$ cat src/rtl/e6809_bus_master_pkg.sv
// Shared definitions for the 6809-style bus master: the four bus-clock
// phases and the default dead-cycle address.
package e6809_bus_master_pkg;

    typedef enum logic [1:0] {
        P0 = 2'd0,   // Q=0 E=0
        P1 = 2'd1,   // Q=1 E=0
        P2 = 2'd2,   // Q=1 E=1
        P3 = 2'd3    // Q=0 E=1, stretchable by MRDY
    } phase_t;

    localparam logic [15:0] IDLE_ADDR_DEFAULT = 16'hFFFF;
    localparam int          STRETCH_W         = 4;

endpackage

$ cat src/rtl/e6809_bus_master_if.sv
// Request/response handshake plus the external 6809 bus pins, bundled so the
// master and its client/bus model can be wired with one connection.
interface e6809_bus_master_if;

    logic        REQ_VALID;
    logic        REQ_READY;
    logic        REQ_RNW;
    logic [15:0] REQ_ADDR;
    logic [7:0]  REQ_WDATA;
    logic        REQ_VECTOR;

    logic        RSP_VALID;
    logic [7:0]  RSP_RDATA;
    logic        RSP_TIMEOUT;

    logic        Q;
    logic        E;
    logic [15:0] ADDR;
    logic        RnW;
    logic        BA;
    logic        BS;
    logic [7:0]  DATA_OUT;
    logic        DATA_OE;
    logic [7:0]  DATA_IN;
    logic        MRDY;

    modport master (
        input  REQ_VALID, REQ_RNW, REQ_ADDR, REQ_WDATA, REQ_VECTOR,
        output REQ_READY,
        output RSP_VALID, RSP_RDATA, RSP_TIMEOUT,
        output Q, E, ADDR, RnW, BA, BS, DATA_OUT, DATA_OE,
        input  DATA_IN, MRDY
    );

    modport slave (
        output REQ_VALID, REQ_RNW, REQ_ADDR, REQ_WDATA, REQ_VECTOR,
        input  REQ_READY,
        input  RSP_VALID, RSP_RDATA, RSP_TIMEOUT,
        input  Q, E, ADDR, RnW, BA, BS, DATA_OUT, DATA_OE,
        output DATA_IN, MRDY
    );

endinterface

$ cat src/rtl/e6809_bus_master_eq_clock_gen.sv
// Quadrature Q/E generator: free-running four-phase sequence with the E-high
// P3 phase stretched by MRDY, bounded by a saturating stretch counter.
module eq_clock_gen
    import e6809_bus_master_pkg::*;
#(
    parameter int MRDY_TIMEOUT = 15
) (
    input  logic   clk,
    input  logic   rst,
    input  logic   mrdy,
    output phase_t phase,
    output logic   q,
    output logic   e,
    output logic   cycle_end,
    output logic   timeout
);

    // Count value seen on the last permitted P3 clock.
    localparam logic [STRETCH_W-1:0] CNT_LAST = STRETCH_W'(MRDY_TIMEOUT - 1);

    phase_t               phase_q;
    phase_t               phase_d;
    logic [STRETCH_W-1:0] stretch_cnt;

    // Phase register.
    always_ff @(posedge clk) begin
        if (rst) phase_q <= P0;
        else     phase_q <= phase_d;
    end

    // Next phase and end-of-cycle strobe; P3 ends on MRDY or when the stretch limit is hit.
    always_comb begin
        phase_d   = phase_q;
        cycle_end = 1'b0;
        timeout   = 1'b0;
        case (phase_q)
            P0: phase_d = P1;
            P1: phase_d = P2;
            P2: phase_d = P3;
            P3: begin
                if (mrdy || (stretch_cnt == CNT_LAST)) begin
                    cycle_end = 1'b1;
                    timeout   = ~mrdy;
                    phase_d   = P0;
                end
            end
            default: phase_d = P0;
        endcase
    end

    // Stretch counter: cleared entering P3, counts held P3 clocks, saturates instead of wrapping.
    always_ff @(posedge clk) begin
        if (rst) begin
            stretch_cnt <= '0;
        end else if (phase_q == P2) begin
            stretch_cnt <= '0;
        end else if ((phase_q == P3) && !cycle_end && (stretch_cnt != '1)) begin
            stretch_cnt <= stretch_cnt + 1'b1;
        end
    end

    assign phase = phase_q;
    assign q     = (phase_q == P1) || (phase_q == P2);
    assign e     = (phase_q == P2) || (phase_q == P3);

endmodule

$ cat src/rtl/e6809_bus_master.sv
// 6809-style bus master: turns a valid/ready request stream into Q/E bus
// cycles, runs dead cycles when idle, and returns a one-clock response.
module e6809_bus_master
    import e6809_bus_master_pkg::*;
#(
    parameter logic [15:0] IDLE_ADDR    = IDLE_ADDR_DEFAULT,
    parameter int          MRDY_TIMEOUT = 15
) (
    input logic               CLKX4,
    input logic               RESET,
    e6809_bus_master_if.master bus
);

    phase_t      phase;
    logic        cycle_end;
    logic        timeout;

    logic        active;
    logic        rnw_q;
    logic [15:0] addr_q;
    logic        vector_q;
    logic [7:0]  wdata_q;

    logic        rsp_valid_q;
    logic [7:0]  rsp_rdata_q;
    logic        rsp_timeout_q;

    eq_clock_gen #(
        .MRDY_TIMEOUT(MRDY_TIMEOUT)
    ) u_clk_gen (
        .clk       (CLKX4),
        .rst       (RESET),
        .mrdy      (bus.MRDY),
        .phase     (phase),
        .q         (bus.Q),
        .e         (bus.E),
        .cycle_end (cycle_end),
        .timeout   (timeout)
    );

    // Latch the next cycle's qualifiers at the end of P3; no request means a dead cycle.
    always_ff @(posedge CLKX4) begin
        if (RESET) begin
            active   <= 1'b0;
            addr_q   <= IDLE_ADDR;
            rnw_q    <= 1'b1;
            vector_q <= 1'b0;
            wdata_q  <= 8'h00;
        end else if (cycle_end) begin
            if (bus.REQ_VALID) begin
                active   <= 1'b1;
                addr_q   <= bus.REQ_ADDR;
                rnw_q    <= bus.REQ_RNW;
                vector_q <= bus.REQ_VECTOR;
                wdata_q  <= bus.REQ_WDATA;
            end else begin
                active   <= 1'b0;
                addr_q   <= IDLE_ADDR;
                rnw_q    <= 1'b1;
                vector_q <= 1'b0;
            end
        end
    end

    // Completion pulse in the P0 after a real cycle; read data captured as E falls.
    always_ff @(posedge CLKX4) begin
        if (RESET) begin
            rsp_valid_q   <= 1'b0;
            rsp_rdata_q   <= 8'h00;
            rsp_timeout_q <= 1'b0;
        end else begin
            rsp_valid_q   <= cycle_end & active;
            rsp_timeout_q <= cycle_end & active & timeout;
            if (cycle_end && active && rnw_q) begin
                rsp_rdata_q <= timeout ? 8'hFF : bus.DATA_IN;
            end
        end
    end

    assign bus.REQ_READY   = cycle_end & ~RESET;
    assign bus.ADDR        = addr_q;
    assign bus.RnW         = rnw_q;
    assign bus.BA          = 1'b0;
    assign bus.BS          = vector_q;
    assign bus.DATA_OUT    = wdata_q;
    assign bus.DATA_OE     = active & ~rnw_q & (phase != P0) & ~RESET;
    assign bus.RSP_VALID   = rsp_valid_q;
    assign bus.RSP_RDATA   = rsp_rdata_q;
    assign bus.RSP_TIMEOUT = rsp_timeout_q;

endmodule

$ cat src/flat_wrapper.sv
// flat-port wrapper written by rule: the top's interface ports become plain ports
module e6809_bus_master_flat import e6809_bus_master_pkg::*;
#(
    parameter logic [15:0] IDLE_ADDR    = IDLE_ADDR_DEFAULT,
    parameter int          MRDY_TIMEOUT = 15
)
  (CLKX4, RESET, bus_REQ_VALID, bus_REQ_RNW, bus_REQ_ADDR, bus_REQ_WDATA, bus_REQ_VECTOR, bus_REQ_READY, bus_RSP_VALID, bus_RSP_RDATA, bus_RSP_TIMEOUT, bus_Q, bus_E, bus_ADDR, bus_RnW, bus_BA, bus_BS, bus_DATA_OUT, bus_DATA_OE, bus_DATA_IN, bus_MRDY);
  e6809_bus_master_if bus_i ();
  input logic CLKX4;
  input logic RESET;
  input wire logic [$bits(bus_i.REQ_VALID)-1:0] bus_REQ_VALID;
  input wire logic [$bits(bus_i.REQ_RNW)-1:0] bus_REQ_RNW;
  input wire logic [$bits(bus_i.REQ_ADDR)-1:0] bus_REQ_ADDR;
  input wire logic [$bits(bus_i.REQ_WDATA)-1:0] bus_REQ_WDATA;
  input wire logic [$bits(bus_i.REQ_VECTOR)-1:0] bus_REQ_VECTOR;
  output wire logic [$bits(bus_i.REQ_READY)-1:0] bus_REQ_READY;
  output wire logic [$bits(bus_i.RSP_VALID)-1:0] bus_RSP_VALID;
  output wire logic [$bits(bus_i.RSP_RDATA)-1:0] bus_RSP_RDATA;
  output wire logic [$bits(bus_i.RSP_TIMEOUT)-1:0] bus_RSP_TIMEOUT;
  output wire logic [$bits(bus_i.Q)-1:0] bus_Q;
  output wire logic [$bits(bus_i.E)-1:0] bus_E;
  output wire logic [$bits(bus_i.ADDR)-1:0] bus_ADDR;
  output wire logic [$bits(bus_i.RnW)-1:0] bus_RnW;
  output wire logic [$bits(bus_i.BA)-1:0] bus_BA;
  output wire logic [$bits(bus_i.BS)-1:0] bus_BS;
  output wire logic [$bits(bus_i.DATA_OUT)-1:0] bus_DATA_OUT;
  output wire logic [$bits(bus_i.DATA_OE)-1:0] bus_DATA_OE;
  input wire logic [$bits(bus_i.DATA_IN)-1:0] bus_DATA_IN;
  input wire logic [$bits(bus_i.MRDY)-1:0] bus_MRDY;
  assign bus_i.REQ_VALID = bus_REQ_VALID;
  assign bus_i.REQ_RNW = bus_REQ_RNW;
  assign bus_i.REQ_ADDR = bus_REQ_ADDR;
  assign bus_i.REQ_WDATA = bus_REQ_WDATA;
  assign bus_i.REQ_VECTOR = bus_REQ_VECTOR;
  assign bus_REQ_READY = bus_i.REQ_READY;
  assign bus_RSP_VALID = bus_i.RSP_VALID;
  assign bus_RSP_RDATA = bus_i.RSP_RDATA;
  assign bus_RSP_TIMEOUT = bus_i.RSP_TIMEOUT;
  assign bus_Q = bus_i.Q;
  assign bus_E = bus_i.E;
  assign bus_ADDR = bus_i.ADDR;
  assign bus_RnW = bus_i.RnW;
  assign bus_BA = bus_i.BA;
  assign bus_BS = bus_i.BS;
  assign bus_DATA_OUT = bus_i.DATA_OUT;
  assign bus_DATA_OE = bus_i.DATA_OE;
  assign bus_i.DATA_IN = bus_DATA_IN;
  assign bus_i.MRDY = bus_MRDY;
  e6809_bus_master #(.IDLE_ADDR(IDLE_ADDR), .MRDY_TIMEOUT(MRDY_TIMEOUT)) u_core (.CLKX4(CLKX4), .RESET(RESET), .bus(bus_i));
endmodule
$ cat config.mk
export PLATFORM = sky130hd
export DESIGN_NAME = e6809_bus_master_flat
export DESIGN_NICKNAME = d
export VERILOG_FILES = /design/src/rtl/e6809_bus_master_pkg.sv /design/src/rtl/e6809_bus_master_if.sv /design/src/rtl/e6809_bus_master_eq_clock_gen.sv /design/src/rtl/e6809_bus_master.sv /design/src/flat_wrapper.sv
export SDC_FILE = /design/constraint.sdc
export NUM_CORES = 1
export LEC_CHECK = 0
export CAP_MARGIN = 30
export CORE_MARGIN = 4
export CORE_UTILIZATION = 39
export CTS_BUF_LIST = sky130_fd_sc_hd__clkbuf_16
export DETAILED_ROUTE_END_ITERATION = 8
export PLACE_DENSITY = 0.75
export SLEW_MARGIN = 10
export SYNTH_ARGS = -nofsm -noshare
export SYNTH_HDL_FRONTEND = slang
export SYNTH_SLANG_ARGS = --single-unit
$ cat constraint.sdc
create_clock -name CLKX4 -period 1.46 [get_ports CLKX4]
set_clock_uncertainty 0.1 [all_clocks]
set_input_delay 0.146 -clock CLKX4 [delete_from_list [all_inputs] [get_ports CLKX4]]
set_output_delay 0.146 -clock CLKX4 [all_outputs]
set_load 0.03 [all_outputs]
[Word-level counts from Yosys, hierarchy flattened]
Cells that the tools add are included.
Operators by class
  equality and inequality tests: 6
  add/sub/neg operators: 1
  reduce and logical (&&, ||, !) cells: 12
  bitwise operators: 9
  mux-type cells: 11
Operators with widths (number)
  $mux 16: 1
  $mux 8: 1
  $pmux 2 s4: 1
  $mux 1: 7
  $and 1x1->1: 6
  $add 4x1->4 const B: 1
  $eq 2x2->1 const B: 2
  $eq 4x4->1 const B: 1
  $logic_and 1x1->1: 4
  $ne 4x4->1 const B: 1
  $logic_or 1x1->1: 3
  $not 1->1: 3
  $eq 2x1->1 const B: 1
  $logic_not 2->1: 1
  $mux 2: 1
  $ne 2x2->1 const B: 1
  $reduce_and 2->1: 1
  $reduce_bool 2->1: 1
  $reduce_or 2->1: 1
  $logic_not 1->1: 1
Word-level totals
  flip-flop bits (word level): 43
  output and inout bits: 41
  word-level logic and storage cells: 49
  bits of input ports: 38

[Depth between registers and ports, before layout]
  word-level depth: 7
  gate-level depth with buffers: 7
  depth with buffers taken out: 5

[Modules after synthesis]
Synthesis repeated with hierarchy kept, for this count alone.
Unflattened totals
  cells, all modules: 173
  area, all modules: 1760.4 um2
By module, submodules not included
  e6809_bus_master: area each 1392.6 um2, sequential area each 740.7 um2, instances 1, cells an instance 131
  eq_clock_gen: area each 367.9 um2, sequential area each 120.1 um2, instances 1, cells an instance 42

[Worst setup path after synthesis]
OpenSTA, ideal clock, no wires.
  path kind: register to output
  start point: register u_core.u_clk_gen.stretch_cnt[0]
  end point: output bus_REQ_READY
  arrival time: 1509 ps
  buffers on the path: 1
  required time: 1214 ps
  setup slack: -295 ps
  cell stages (with the launch flop): 7
  cell sequence: dfxtp_1 inv_1 ha_1 a31o_2 buf_4 nand2_1 nor2_1
On the way
  word-level cells in the longest chain between the ends: 5
RTL lines
  start: declaration: line e6809_bus_master_eq_clock_gen.sv:23  | logic [STRETCH_W-1:0] stretch_cnt;
  start signal: assignment: line e6809_bus_master_eq_clock_gen.sv:58  | stretch_cnt <= stretch_cnt + 1'b1;
  $eq 4x4->1: line e6809_bus_master_eq_clock_gen.sv:41  | if (mrdy || (stretch_cnt == CNT_LAST)) begin
  $logic_or 1x1->1: line e6809_bus_master_eq_clock_gen.sv:41
  $mux 1: line e6809_bus_master_eq_clock_gen.sv:41
  $mux 1: line e6809_bus_master_eq_clock_gen.sv:36  | case (phase_q)
  $and 1x1->1: line e6809_bus_master.sv:80  | assign bus.REQ_READY = cycle_end & ~RESET;
  end: declaration: line flat_wrapper.sv:16  | output wire logic [$bits(bus_i.REQ_READY)-1:0] bus_REQ_READY;
Every way passes these cells.

[Final worst setup path]
Ends and elaborated chain as after synthesis.

==> results_dict.tcl <==
set metrics [dict create \
    period_needed_ns 1.57 \
    cts_tree "yes" \
    grt_pass1_vias 2001 \
    num-fill-cells 380 \
    antenna_found_initial 0 \
    gr-total-overflow 0 \
    worstPathMaxFanout 6 \
    wl_mm 5.71 \
    setup_slack_ns -0.108 \
    synthCells 216 \
    synth-main-ff-cell "dfxtp_1" \
    critPathLaunchType "register" \
    core_um2 4820 \
    failed_checks "setup timing" \
    synth_edf_count 0 \
    status "complete, but fails checks" \
    setup_violations 37 \
    clock-sinks 43 \
    endpoint_kind "output pin" \
    slew_viol_final 0 \
    avgRoutedWirePerCell_um 14.6 \
    final_cell_mix "clkdlybuf4s50_1, dfxtp_1, dlygate4sd2_1" \
    synth.cell_area_um2 1980 \
    yosys.area_share.xor_xnor_pct 0 \
    antenna_cells 0 \
    post-route-util_pct 72.6 \
    multi_input_area_um2 1220 \
    ys_warn_count 0 \
    ys_types 37 \
    pre_cts_ws_ns -0.197 \
    ir_worst_vdd_mv 0.622 \
    die_area_um2 6290 \
    worst-setup-path-type "register to output pin" \
    dpl_cell_area_um2 3080 \
    gp_congestion 0.760 \
    clkLatencyLatePin_ns 0.28 \
    cts_inserted_buffers 5 \
    ys_ff_latch 43 \
    fin_area_um2 3500 \
    fin_cells 391 \
    clock-root-buffer "clkbuf_16" \
    min_path_type "input pin to register" \
    synth_seq_area_share_pct 43.4 \
    rsz0062_at_grt "yes" \
    place_inst 372 \
    htreeDepth 2 \
    num_vias 1978 \
    synth.avg_cell_area_um2 9.18 \
    pwr_density_cell_nw_per_um2 1030 \
    critPathArrivalTime_ns 1.32 \
    regArea_um2 876 \
    synth-compound-area-share_pct 21.2 \
    drtPass1Iterations 4 \
    dp_hpwl_mm 3.87 \
    drv_cap 0 \
    fin_crit_sh_pct 107 \
    ant_nets 0 \
    whs_ns 0.335 \
    grt_max_degree 22 \
    post_drt_via_cell_ratio 5.06 \
    synthArstFlopShare_pct 0 \
    synthAdderAreaFrac_pct 3.16 \
    initial_core_util_pct 41.1 \
    clk_path_buf_depth 2 \
    final_hold_viol_count 0 \
    crit_required_ns 1.21 \
    clkTransAtPathRegs_ns 0.06 \
    syn_nets 259 \
    synthMuxAreaShare_pct 4.04 \
    drtIter0Drc 67 \
    drcViolationCount 0 \
    portBuffers 77 \
    layout-drive-gt1-share_pct 33.0 \
    synthToLayoutAreaGrowth_pct 76.5 \
    die_w_um 79.3 \
    finalPower_mw 3.59 \
    fmax_mhz 638 \
    grt_usage_pct 18.6 \
    nets 366 \
    grt_pass1_wl_mm 9.16 \
    setup_tns_ns -1.64 \
    std_cell_rows 25 \
    p_leak_nw 1.42 \
    die_h_um 79.3 \
    synth_top_family_by_area "compound AO/OA/AOI/OAI gates" \
    io_pins 79 \
    synth_simple_gate_area_share_pct 20.0 \
]
-- synth_stat cells (6+ instances only) --
master	count	area share [%]
dfxtp_1	43	43
a21oi_1	22	5.6
nand2b_1	18	5.7
nor4_1	17	5.4
o21bai_1	17	6.4
inv_1	13	2.5
nor2_1	12	2.3
a211oi_1	8	3.0
clkbuf_1	8	1.5
mux2i_1	8	4.0
nand3_1	6	1.5
-- flip-flops by register name, indices dropped and copies added (netlist names) --
name and count:
u_core.bus.BS 1, u_core.u_clk_gen.phase 2, u_core.bus.RnW 1, u_core.bus.RSP_RDATA 8
u_core.bus.ADDR 16, u_core.u_clk_gen.stretch_cnt 4, u_core.active 1, u_core.bus.RSP_TIMEOUT 1
u_core.bus.RSP_VALID 1, u_core.bus.DATA_OUT 8
-- final cells by class --
| type | instances | share of cell area (%) |
|---|---|---|
| Sequential cell | 43 | 25.0 |
| Clock buffer | 5 | 3.58 |
| Clock inverter | 3 | 0.358 |
| Tap cell | 67 | 2.40 |
| Inverter | 14 | 1.57 |
| Multi-Input combinational cell | 141 | 34.8 |
| Timing Repair Buffer | 118 | 32.2 |
-- per-layer routing --
| metal | GRT usage, % | vias to the layer above | part of all wire [%] |
|---|---|---|---|
| met5 | 0 | - | 0 |
| met4 | 5.84 | 0 | 0.96 |
| met3 | 6.46 | 5 | 5.8 |
| met2 | 30.9 | 67 | 50 |
| met1 | 22.6 | 919 | 43 |
| li1 | - | 987 | - |
-- critical path: stages (launching register included) --
cell     delay [ns]
dfxtp_2        0.34
inv_2          0.05
ha_4           0.17
a31o_4         0.24
nand2_4        0.07
nor2_4         0.03
buf_6          0.14
-- cell families (layout without fill, tap and decap cells) --
family / Yosys count / after routing
buffers and inverters: 32 / 140
adder cells (fa/ha/maj): 5 / 5
flip-flops: 43 / 43
multiplexers: 8 / 8
other: 1 / 1
AO/OA/AOI/OAI: 61 / 61
AND/OR/NAND/NOR: 66 / 66
-- worst paths after layout --
kind                                   startpoint                      end  slack [ns]  cells past startpoint
hold reg to reg           u_core.bus.RSP_RDATA[5]  u_core.bus.RSP_RDATA[5]        0.33                      2
hold / removal                   bus_REQ_WDATA[3]   u_core.bus.DATA_OUT[3]        0.33                      3
setup reg to reg  u_core.u_clk_gen.stretch_cnt[0]       u_core.bus.ADDR[1]       -0.10                      7
setup / recovery  u_core.u_clk_gen.stretch_cnt[0]            bus_REQ_READY       -0.11                      6
-- what timing repair did --
action                                  in CTS  in global routing
setup buffers                                8                  2
gates cloned                                 1                  0
pin swaps                                   18                  4
hold buffers                                 0                  0
resized for setup                           78                 17
endpoints found under the setup margin      76                 43
-- power breakdown --
group          switching (mW)  internal (mW)
registers              0.0728           1.25
logic                   0.614          0.602
clock network           0.432          0.618
total                    1.12           2.47
Note: power is estimated with default switching activity, not from simulation.
